`src/rtl/vidpack_pkg.sv`:
```
// Shared definitions for the video segment packer: FSM encoding, header layout, pixel width.
package vidpack_pkg;

  typedef enum logic [1:0] {
    ST_IDLE = 2'd0,
    ST_LO   = 2'd1,
    ST_HI   = 2'd2,
    ST_DROP = 2'd3
  } vp_state_e;

  localparam int         PIX_W         = 24;
  localparam logic [7:0] MAGIC_DEF     = 8'hA5;
  localparam int         HDR_MAGIC_LSB = 40;
  localparam int         HDR_INDEX_LSB = 28;
  localparam int         HDR_VCNT_LSB  = 17;
  localparam int         HDR_LEN_LSB   = 7;

  // Low seven bits of the header stay zero.
  function automatic logic [47:0] make_header(input logic [7:0]  magic,
                                              input logic [11:0] idx,
                                              input logic [10:0] vcnt,
                                              input logic [9:0]  len);
    make_header = (48'(magic) << HDR_MAGIC_LSB) |
                  (48'(idx)   << HDR_INDEX_LSB) |
                  (48'(vcnt)  << HDR_VCNT_LSB)  |
                  (48'(len)   << HDR_LEN_LSB);
  endfunction

endpackage

```
`src/rtl/vid_seg_packer.sv`:
```
// Packs the 24-bit pixel stream into 48-bit FIFO words, one header per segment.
// Optional statistics (drop_cnt, ovf) are built only when VIDPACK_STATS_EN is defined.
module vid_seg_packer
  import vidpack_pkg::*;
#(
  parameter int         SEG_PIX = 640,
  parameter logic [7:0] MAGIC   = MAGIC_DEF
) (
  input  logic        rx0_pclk,
  input  logic        rstbtn_n,
  input  logic        video_en,
  input  logic [10:0] video_vcnt,
  input  logic [11:0] index,
  input  logic [7:0]  rx0_red,
  input  logic [7:0]  rx0_green,
  input  logic [7:0]  rx0_blue,
  input  logic        fifo_afull,
  input  logic        fifo_full,
  output logic [47:0] fifo_din,
  output logic        fifo_wr_en,
  output logic [15:0] drop_cnt,
  output logic        ovf
);

  localparam logic [10:0] SEG_LEN = 11'(SEG_PIX);
  localparam logic [9:0]  HDR_LEN = 10'(SEG_PIX / 2);

  vp_state_e         state_r, state_s;
  logic [10:0]       pix_cnt_r, pix_cnt_s;
  logic [PIX_W-1:0]  lo_r, lo_s;
  logic [47:0]       fifo_din_r, din_s;
  logic              fifo_wr_en_r, wr_s;
  logic              drop_inc_s;
  logic [PIX_W-1:0]  pixel_s;
  logic [10:0]       cnt_inc_s;

  assign pixel_s   = {rx0_red, rx0_green, rx0_blue};
  assign cnt_inc_s = pix_cnt_r + 11'd1;

  // Next-state, packing and write decision.
  always_comb begin
    state_s    = state_r;
    pix_cnt_s  = pix_cnt_r;
    lo_s       = lo_r;
    din_s      = fifo_din_r;
    wr_s       = 1'b0;
    drop_inc_s = 1'b0;
    case (state_r)
      ST_IDLE: begin
        if (video_en) begin
          pix_cnt_s = 11'd1;
          if (fifo_afull) begin
            state_s    = ST_DROP;
            drop_inc_s = 1'b1;
          end else begin
            wr_s    = 1'b1;
            din_s   = make_header(MAGIC, index, video_vcnt, HDR_LEN);
            lo_s    = pixel_s;
            state_s = ST_HI;
          end
        end else begin
          pix_cnt_s = 11'd0;
        end
      end
      ST_LO: begin
        if (video_en) begin
          lo_s      = pixel_s;
          pix_cnt_s = cnt_inc_s;
          state_s   = ST_HI;
        end else begin
          pix_cnt_s = 11'd0;
          state_s   = ST_IDLE;
        end
      end
      ST_HI: begin
        wr_s = 1'b1;
        if (video_en) begin
          din_s     = {lo_r, pixel_s};
          pix_cnt_s = cnt_inc_s;
          if (cnt_inc_s == SEG_LEN) begin
            state_s = ST_IDLE;
          end else begin
            state_s = ST_LO;
          end
        end else begin
          // Odd-length tail: pad the second half with zeros.
          din_s     = {lo_r, 24'h000000};
          pix_cnt_s = 11'd0;
          state_s   = ST_IDLE;
        end
      end
      ST_DROP: begin
        if (video_en) begin
          pix_cnt_s = cnt_inc_s;
          if (cnt_inc_s == SEG_LEN) begin
            state_s = ST_IDLE;
          end else begin
            state_s = ST_DROP;
          end
        end else begin
          pix_cnt_s = 11'd0;
          state_s   = ST_IDLE;
        end
      end
      default: begin
        pix_cnt_s = 11'd0;
        state_s   = ST_IDLE;
      end
    endcase
  end

  // Packer state and registered FIFO write port.
  always_ff @(posedge rx0_pclk or negedge rstbtn_n) begin
    if (!rstbtn_n) begin
      state_r      <= ST_IDLE;
      pix_cnt_r    <= 11'd0;
      lo_r         <= 24'h000000;
      fifo_din_r   <= 48'h0;
      fifo_wr_en_r <= 1'b0;
    end else begin
      state_r      <= state_s;
      pix_cnt_r    <= pix_cnt_s;
      lo_r         <= lo_s;
      fifo_din_r   <= din_s;
      fifo_wr_en_r <= wr_s;
    end
  end

  assign fifo_din   = fifo_din_r;
  assign fifo_wr_en = fifo_wr_en_r;

`ifdef VIDPACK_STATS_EN
  logic [15:0] drop_cnt_r;
  logic        ovf_r;

  // Saturating drop counter and sticky overflow flag (strobe seen while full).
  always_ff @(posedge rx0_pclk or negedge rstbtn_n) begin
    if (!rstbtn_n) begin
      drop_cnt_r <= 16'h0000;
      ovf_r      <= 1'b0;
    end else begin
      if (drop_inc_s && (drop_cnt_r != 16'hFFFF)) begin
        drop_cnt_r <= drop_cnt_r + 16'd1;
      end else begin
        drop_cnt_r <= drop_cnt_r;
      end
      if (fifo_wr_en_r && fifo_full) begin
        ovf_r <= 1'b1;
      end else begin
        ovf_r <= ovf_r;
      end
    end
  end

  assign drop_cnt = drop_cnt_r;
  assign ovf      = ovf_r;
`else
  logic unused_stats_s;
  assign unused_stats_s = ^{drop_inc_s, fifo_full};
  assign drop_cnt       = 16'h0000;
  assign ovf            = 1'b0;
`endif

endmodule

```
`config.mk`:
```
export PLATFORM = sky130hd
export DESIGN_NAME = vid_seg_packer
export DESIGN_NICKNAME = d
export VERILOG_FILES = /design/src/rtl/vidpack_pkg.sv /design/src/rtl/vid_seg_packer.sv
export SDC_FILE = /design/constraint.sdc
export NUM_CORES = 1
export LEC_CHECK = 0
export CORE_UTILIZATION = 52
export CTS_BUF_LIST = sky130_fd_sc_hd__clkbuf_2
export DETAILED_ROUTE_END_ITERATION = 7
export HOLD_SLACK_MARGIN = 0.02
export MAX_ROUTING_LAYER = met4
export PLACE_DENSITY_LB_ADDON = 0.25
export SLEW_MARGIN = 5
export SYNTH_ARGS = -nofsm -noshare
export SYNTH_HDL_FRONTEND = slang
export SYNTH_SLANG_ARGS = --single-unit
```
`constraint.sdc`:
```
create_clock -name rx0_pclk -period 4.25 [get_ports rx0_pclk]
set_input_delay 0.6375 -clock rx0_pclk [delete_from_list [all_inputs] [get_ports rx0_pclk]]
set_output_delay 0.6375 -clock rx0_pclk [all_outputs]
set_load 0.01 [all_outputs]
```
==> results of run 1 <==
-- cells by family (layout without fill, tap and decap cells) --
| family | count (synthesis) | in the layout | share of synthesized area |
|---|---|---|---|
| DFF | 86 | 86 | 0.5751 |
| and+or+nand+nor | 82 | 82 | 0.1077 |
| AOI/OAI and AO/OA | 69 | 69 | 0.1170 |
| muxes | 40 | 40 | 0.1150 |
| buffers and inverters | 39 | 120 | 0.06453 |
| xor gates and xnor gates | 7 | 7 | 0.01638 |
| adders and majority gates | 1 | 1 | 0.003343 |
| other | 1 | 17 | 0.001002 |
-- power by group --
group | internal, mW | switching (mW) | total (mW)
logic | 0.283 | 0.211 | 0.494
clock network | 0.0822 | 0.287 | 0.369
registers | 0.952 | 0.0760 | 1.03
-- critical path: stages --
cell and delay, ps:
clkdlybuf4s50_1 630, and2_1 440, nor2b_1 900, a22oi_1 180, o21ai_0 240
-- cells in the final DEF, fill, tap and decap left out, types with 5 or more instances in the layout --
master,synthesis,final
nor2_1,8,8
nand3_1,5,5
mux2_2,23,23
dfrtp_1,86,86
conb_1,1,17
o21ai_0,38,38
mux2i_1,16,16
clkdlybuf4s50_1,0,98
a22o_1,9,9
clkbuf_2,0,10
a22oi_1,7,7
nand2_1,50,50
-- layer usage --
layer,part of all wire,up-vias,track usage
li1,-,1276,-
met4,0.017,0,0.08788
met2,0.48,81,0.3593
met3,0.054,10,0.04476
met5,0,-,-
met1,0.45,1311,0.3154
-- final cells by class --
type	instances	area, um^2	area share
multi-input cells	216	1423	0.2958
flip-flops and latches	86	2152	0.4475
well taps	96	120.1	0.02497
inverters	2	7.507	0.001561
clock buffers	10	50.05	0.01041
repair buffers	102	1011	0.2102
clock inverters	6	46.29	0.009625
-- state kept, by name, summed over array words and instances (netlist names) --
| signal | cells |
|---|---|
| fifo_din | 48 |
| pix_cnt_r | 11 |
| lo_r | 24 |
| fifo_wr_en | 1 |
| state_r | 2 |
-- final timing paths --
kind                                 to  slack (ps)
hold reg to reg            fifo_din[34]         510
max in group asynchronous  fifo_din[45]        3330
min in group rx0_pclk      fifo_din[34]         510
setup reg to reg           fifo_din[17]        1820
hold / removal             fifo_din[29]         230
setup / recovery           fifo_din[17]        1700
==> flow_metrics.env, run 1 <==
export IMPL_status="finished, final reports clean"
export IMPL_hp_class="in -> async"
export IMPL_ctsHoldBuffers=0
export IMPL_worst_ir_drop_vdd_uv=198.7
export IMPL_grt_ovfl_total=0
export IMPL_pre_cts_ws_ps=1168
export IMPL_drt_antenna_violating_nets=0
export IMPL_antenna_found_initial=0
export IMPL_worst_path_max_fanout=12
export IMPL_grt_pass1_wl_um=13020
export IMPL_worstSetupPathType="in -> reg"
export IMPL_startpoint="video_en"
export IMPL_clock_fmax_mhz=392.5
export IMPL_fin_skew_ps=24.56
export IMPL_slew_viol_final=0
export IMPL_fin_area_um2=4810
export IMPL_netlist_area_um2=3742
export IMPL_relSlewSlack=0.2912
export IMPL_fp_dieW_um=86.84
export IMPL_h_tree_depth=3
export IMPL_hold_violations=0
export IMPL_yosysTopAreaCell="dfrtp_1"
export IMPL_yosysTopAreaCellShare=0.5751
export IMPL_wl_per_cell_um=15.49
export IMPL_final_util=0.7002
export IMPL_grt_pass1_vias=2646
export IMPL_io_buffers=99
export IMPL_netlist_top_cells_count="86 x dfrtp_1, 50 x nand2_1, 38 x o21ai_0"
export IMPL_p_total_mw=1.892
export IMPL_path_clk_slew_ps=240
export IMPL_drt_iter0_drc=108
export IMPL_clk_path_buf_depth=2
export IMPL_cts_resized=0
export IMPL_drt_first_pass_iters=4
export IMPL_critPathArrivalTime_ps=3020
export IMPL_synthMostInstantiatedCell="dfrtp_1"
export IMPL_wl_um=8022
export IMPL_synth_main_ff_cell="dfrtp_1"
export IMPL_timing_rr_start="state_r[1]"
export IMPL_period_minus_slack_ps=2548
export IMPL_dp_cells=502
export IMPL_num_vias=2678
export IMPL_syn_inst=325
export IMPL_die_area_um2=7540
export IMPL_ys_seq_elements=86
export IMPL_cts_setup_buffers=0
export IMPL_whs_ps=227.8
export IMPL_dpl_hpwl_um=5622
export IMPL_cts_tree="yes"
export IMPL_area_growth_pct=28.52
export IMPL_cp_required_ps=4730
export IMPL_synth_edff_count=0
export IMPL_setup_viol=0
export IMPL_avgViaCountPerCell=5.170
export IMPL_fin_nets=470
export IMPL_worstSkewPairLatency_ps=540
export IMPL_max_cap_violations=0
export IMPL_route_detailed_drc=0
export IMPL_start_util=0.5448
export IMPL_leakagePower_nw=2.029
export IMPL_setup_slack_ps=1702
export IMPL_yosys_top_cells_area="dfrtp_1 58%, mux2_2 6.9%, o21ai_0 5.1%, nand2_1 5.0%, mux2i_1 4.3%"
export IMPL_power_density_nw_per_um2=393.3
export IMPL_num_rows=30
export IMPL_gp_congestion=0.8735
export IMPL_numCtsBuffers=9
export IMPL_fillCellCount=524
export IMPL_final_cells=518
export IMPL_grt_max_degree=87
export IMPL_finalSetupTns_ps=0
export IMPL_place_area_um2=4713
export IMPL_reg2regPathDepth=4
export IMPL_coreArea_um2=6869
export IMPL_cts_sinks=86
export IMPL_grt_use_total=0.2358
export IMPL_io_pins=118
export IMPL_yosys_warnings=0
export IMPL_fin_crit_sh=0.5995
export IMPL_tightestPinTransition_ps=1061
export IMPL_rsz0062_at_grt="false"
export IMPL_die_height_um=86.84
export IMPL_antenna_diode_count=0
export IMPL_startpoint_type="input port"
export IMPL_ys_seq_area_frac=0.5751
export IMPL_synth_cell_type_count=39
export IMPL_final_layout_size_suffix_gt1_frac=0.1209
export IMPL_avgSynthCellArea_um2=11.51
export IMPL_clock_tree_root_cell="clkbuf_2"
export IMPL_async_flop_share=1.000
export IMPL_end_kind="register"
No activity file was read; power rests on OpenSTA's default activity.
==> run 2, diff against run 1 <==
--- a/config.mk
+++ b/config.mk
@@ -5,7 +5,7 @@
 export SDC_FILE = /design/constraint.sdc
 export NUM_CORES = 1
 export LEC_CHECK = 0
-export CORE_UTILIZATION = 52
+export CORE_UTILIZATION = 43
 export CTS_BUF_LIST = sky130_fd_sc_hd__clkbuf_2
 export DETAILED_ROUTE_END_ITERATION = 7
 export HOLD_SLACK_MARGIN = 0.02
==> constraint.sdc (replaced) <==
create_clock -name rx0_pclk -period 2.2 [get_ports rx0_pclk]
set_input_delay 0.33 -clock rx0_pclk [delete_from_list [all_inputs] [get_ports rx0_pclk]]
set_output_delay 0.33 -clock rx0_pclk [all_outputs]
set_load 0.01 [all_outputs]
==> run 2 against run 1 <==
Against the previous run: first-iteration DRC count shrank 7.4%; worst hold slack worse by 3.4 ps; die area increased by 20%; power increased by 95%; non-clock buffer count is 8 higher; clock power increased by 95%; critical path depth shrank 4; register-to-register slack lost 1400 ps; flip-flop and latch count is the same; critical path type is now reg -> out; largest power group unchanged.
==> flow_metrics.env, run 2 (synthesized netlist as in run 1, its figures left out) <==
export IMPL_status="finished, final reports clean"
export IMPL_final_cells=535
export IMPL_startpoint_type="register"
export IMPL_period_minus_slack_ps=1843
export IMPL_gp_congestion=0.7754
export IMPL_place_area_um2=4815
export IMPL_critPathArrivalTime_ps=1510
export IMPL_worst_ir_drop_vdd_uv=422.0
export IMPL_drt_first_pass_iters=4
export IMPL_final_layout_size_suffix_gt1_frac=0.1326
export IMPL_wl_um=8321
export IMPL_fin_crit_sh=0.8377
export IMPL_grt_pass1_vias=2573
export IMPL_ctsHoldBuffers=1
export IMPL_antenna_diode_count=0
export IMPL_io_pins=118
export IMPL_die_height_um=95.29
export IMPL_num_vias=2662
export IMPL_whs_ps=224.4
export IMPL_finalSetupTns_ps=0
export IMPL_fp_dieW_um=95.29
export IMPL_fin_nets=478
export IMPL_startpoint="fifo_din[19]"
export IMPL_grt_busiest_layer="met2"
export IMPL_cts_setup_buffers=0
export IMPL_use_met1=0.2739
export IMPL_route_detailed_drc=0
export IMPL_final_common_cell="clkdlybuf4s50_1"
export IMPL_clk_path_buf_depth=2
export IMPL_slowest_delay_ps=570
export IMPL_cp_required_ps=1870
export IMPL_max_cap_violations=0
export IMPL_timing_rr_start="pix_cnt_r[2]"
export IMPL_largest_reg_flops=48
export IMPL_slew_viol_final=0
export IMPL_area_growth_pct=31.43
export IMPL_worstSkewPairLatency_ps=530
export IMPL_hold_violations=0
export IMPL_tightestPinTransition_ps=717.0
export IMPL_io_buffers=99
export IMPL_grt_max_degree=62
export IMPL_cp_cell_sequence="clkdlybuf4s50_1"
export IMPL_die_area_um2=9080
export IMPL_use_met2=0.2994
export IMPL_avgViaCountPerCell=4.976
export IMPL_dpl_hpwl_um=5813
export IMPL_clock_tree_root_cell="clkbuf_2"
export IMPL_wl_per_cell_um=15.55
export IMPL_worstSetupPathType="reg -> out"
export IMPL_slowest_stage="clkdlybuf4s50_1"
export IMPL_most_common_layout_cells="98 x clkdlybuf4s50_1, 86 x dfrtp_1, 50 x nand2_1"
export IMPL_fin_area_um2=4918
export IMPL_antenna_found_initial=0
export IMPL_grt_pass1_wl_um=13240
export IMPL_p_total_mw=3.684
export IMPL_dp_cells=518
export IMPL_global_route_usage_met3=0.03987
export IMPL_start_util=0.4509
export IMPL_reg2reg_setup_slack_ps=460
export IMPL_drt_antenna_violating_nets=0
export IMPL_relSlewSlack=0.5188
export IMPL_fin_skew_ps=13.43
export IMPL_cts_tree="yes"
export IMPL_crit_cells=1
export IMPL_reg2regPathDepth=4
export IMPL_r2r_end="state_r[0]"
export IMPL_fillCellCount=707
export IMPL_drt_iter0_drc=100
export IMPL_coreArea_um2=8299
export IMPL_rsz0062_at_grt="false"
export IMPL_path_delay_family="buffers and inverters"
export IMPL_numCtsBuffers=9
export IMPL_end_kind="output pin"
export IMPL_worst_path_max_fanout=2
export IMPL_cts_resized=0
export IMPL_grt_use_total=0.2002
export IMPL_endpoint="fifo_din[19]"
export IMPL_h_tree_depth=3
export IMPL_setup_viol=0
export IMPL_leakagePower_nw=2.076
export IMPL_hp_class="in -> async"
export IMPL_cts_sinks=86
export IMPL_clock_fmax_mhz=542.6
export IMPL_critical_path_buf_inv_count=1
export IMPL_path_clk_slew_ps=250
export IMPL_num_rows=33
export IMPL_grt_ovfl_total=0
export IMPL_power_density_nw_per_um2=749.1
-- run 2: per-layer routing --
metal | part of all wire | vias to the layer above | wire length (um)
li1 | - | 1296 | -
met1 | 0.47 | 1276 | 3951
met2 | 0.46 | 83 | 3824
met3 | 0.055 | 7 | 454
met4 | 0.011 | 0 | 90
met5 | 0 | - | 0
-- run 2: stage by stage --
stage | setup WS [ps] | util
global route | 266.8 | 0.5926
global placement | 255.4 | 0.5801
finish | 357.1 | 0.5926
CTS | 317.3 | 0.5926
detailed placement | 231.7 | 0.5801
floorplan | 747.8 | -
-- run 2: final cells by class --
type                    instances  area (um^2)  area share
clock buffers                   9        45.04    0.009158
inverters                       2        7.507    0.001526
well taps                     105        131.4     0.02671
multi-input cells             216         1423      0.2892
clock inverters                 7        48.80    0.009921
repair buffers                110         1111      0.2259
flip-flops and latches         86         2152      0.4375
-- run 2: how the worst min path moves through the flow --
stage / from / end / slack [ps] / depth (start not counted)
global placement: rstbtn_n / fifo_din[29] / 290 / 1
CTS: rstbtn_n / fifo_din[29] / 190 / 2
floorplan: rstbtn_n / fifo_din[0] / 30 / 0
global route: rstbtn_n / fifo_din[29] / 200 / 2
finish: rstbtn_n / fifo_din[29] / 220 / 2
detailed placement: rstbtn_n / fifo_din[29] / 290 / 1
-- run 2: power by group --
group	internal, mW	switching, mW
Clock	0.150	0.569
Combinational	0.570	0.409
Sequential	1.84	0.147
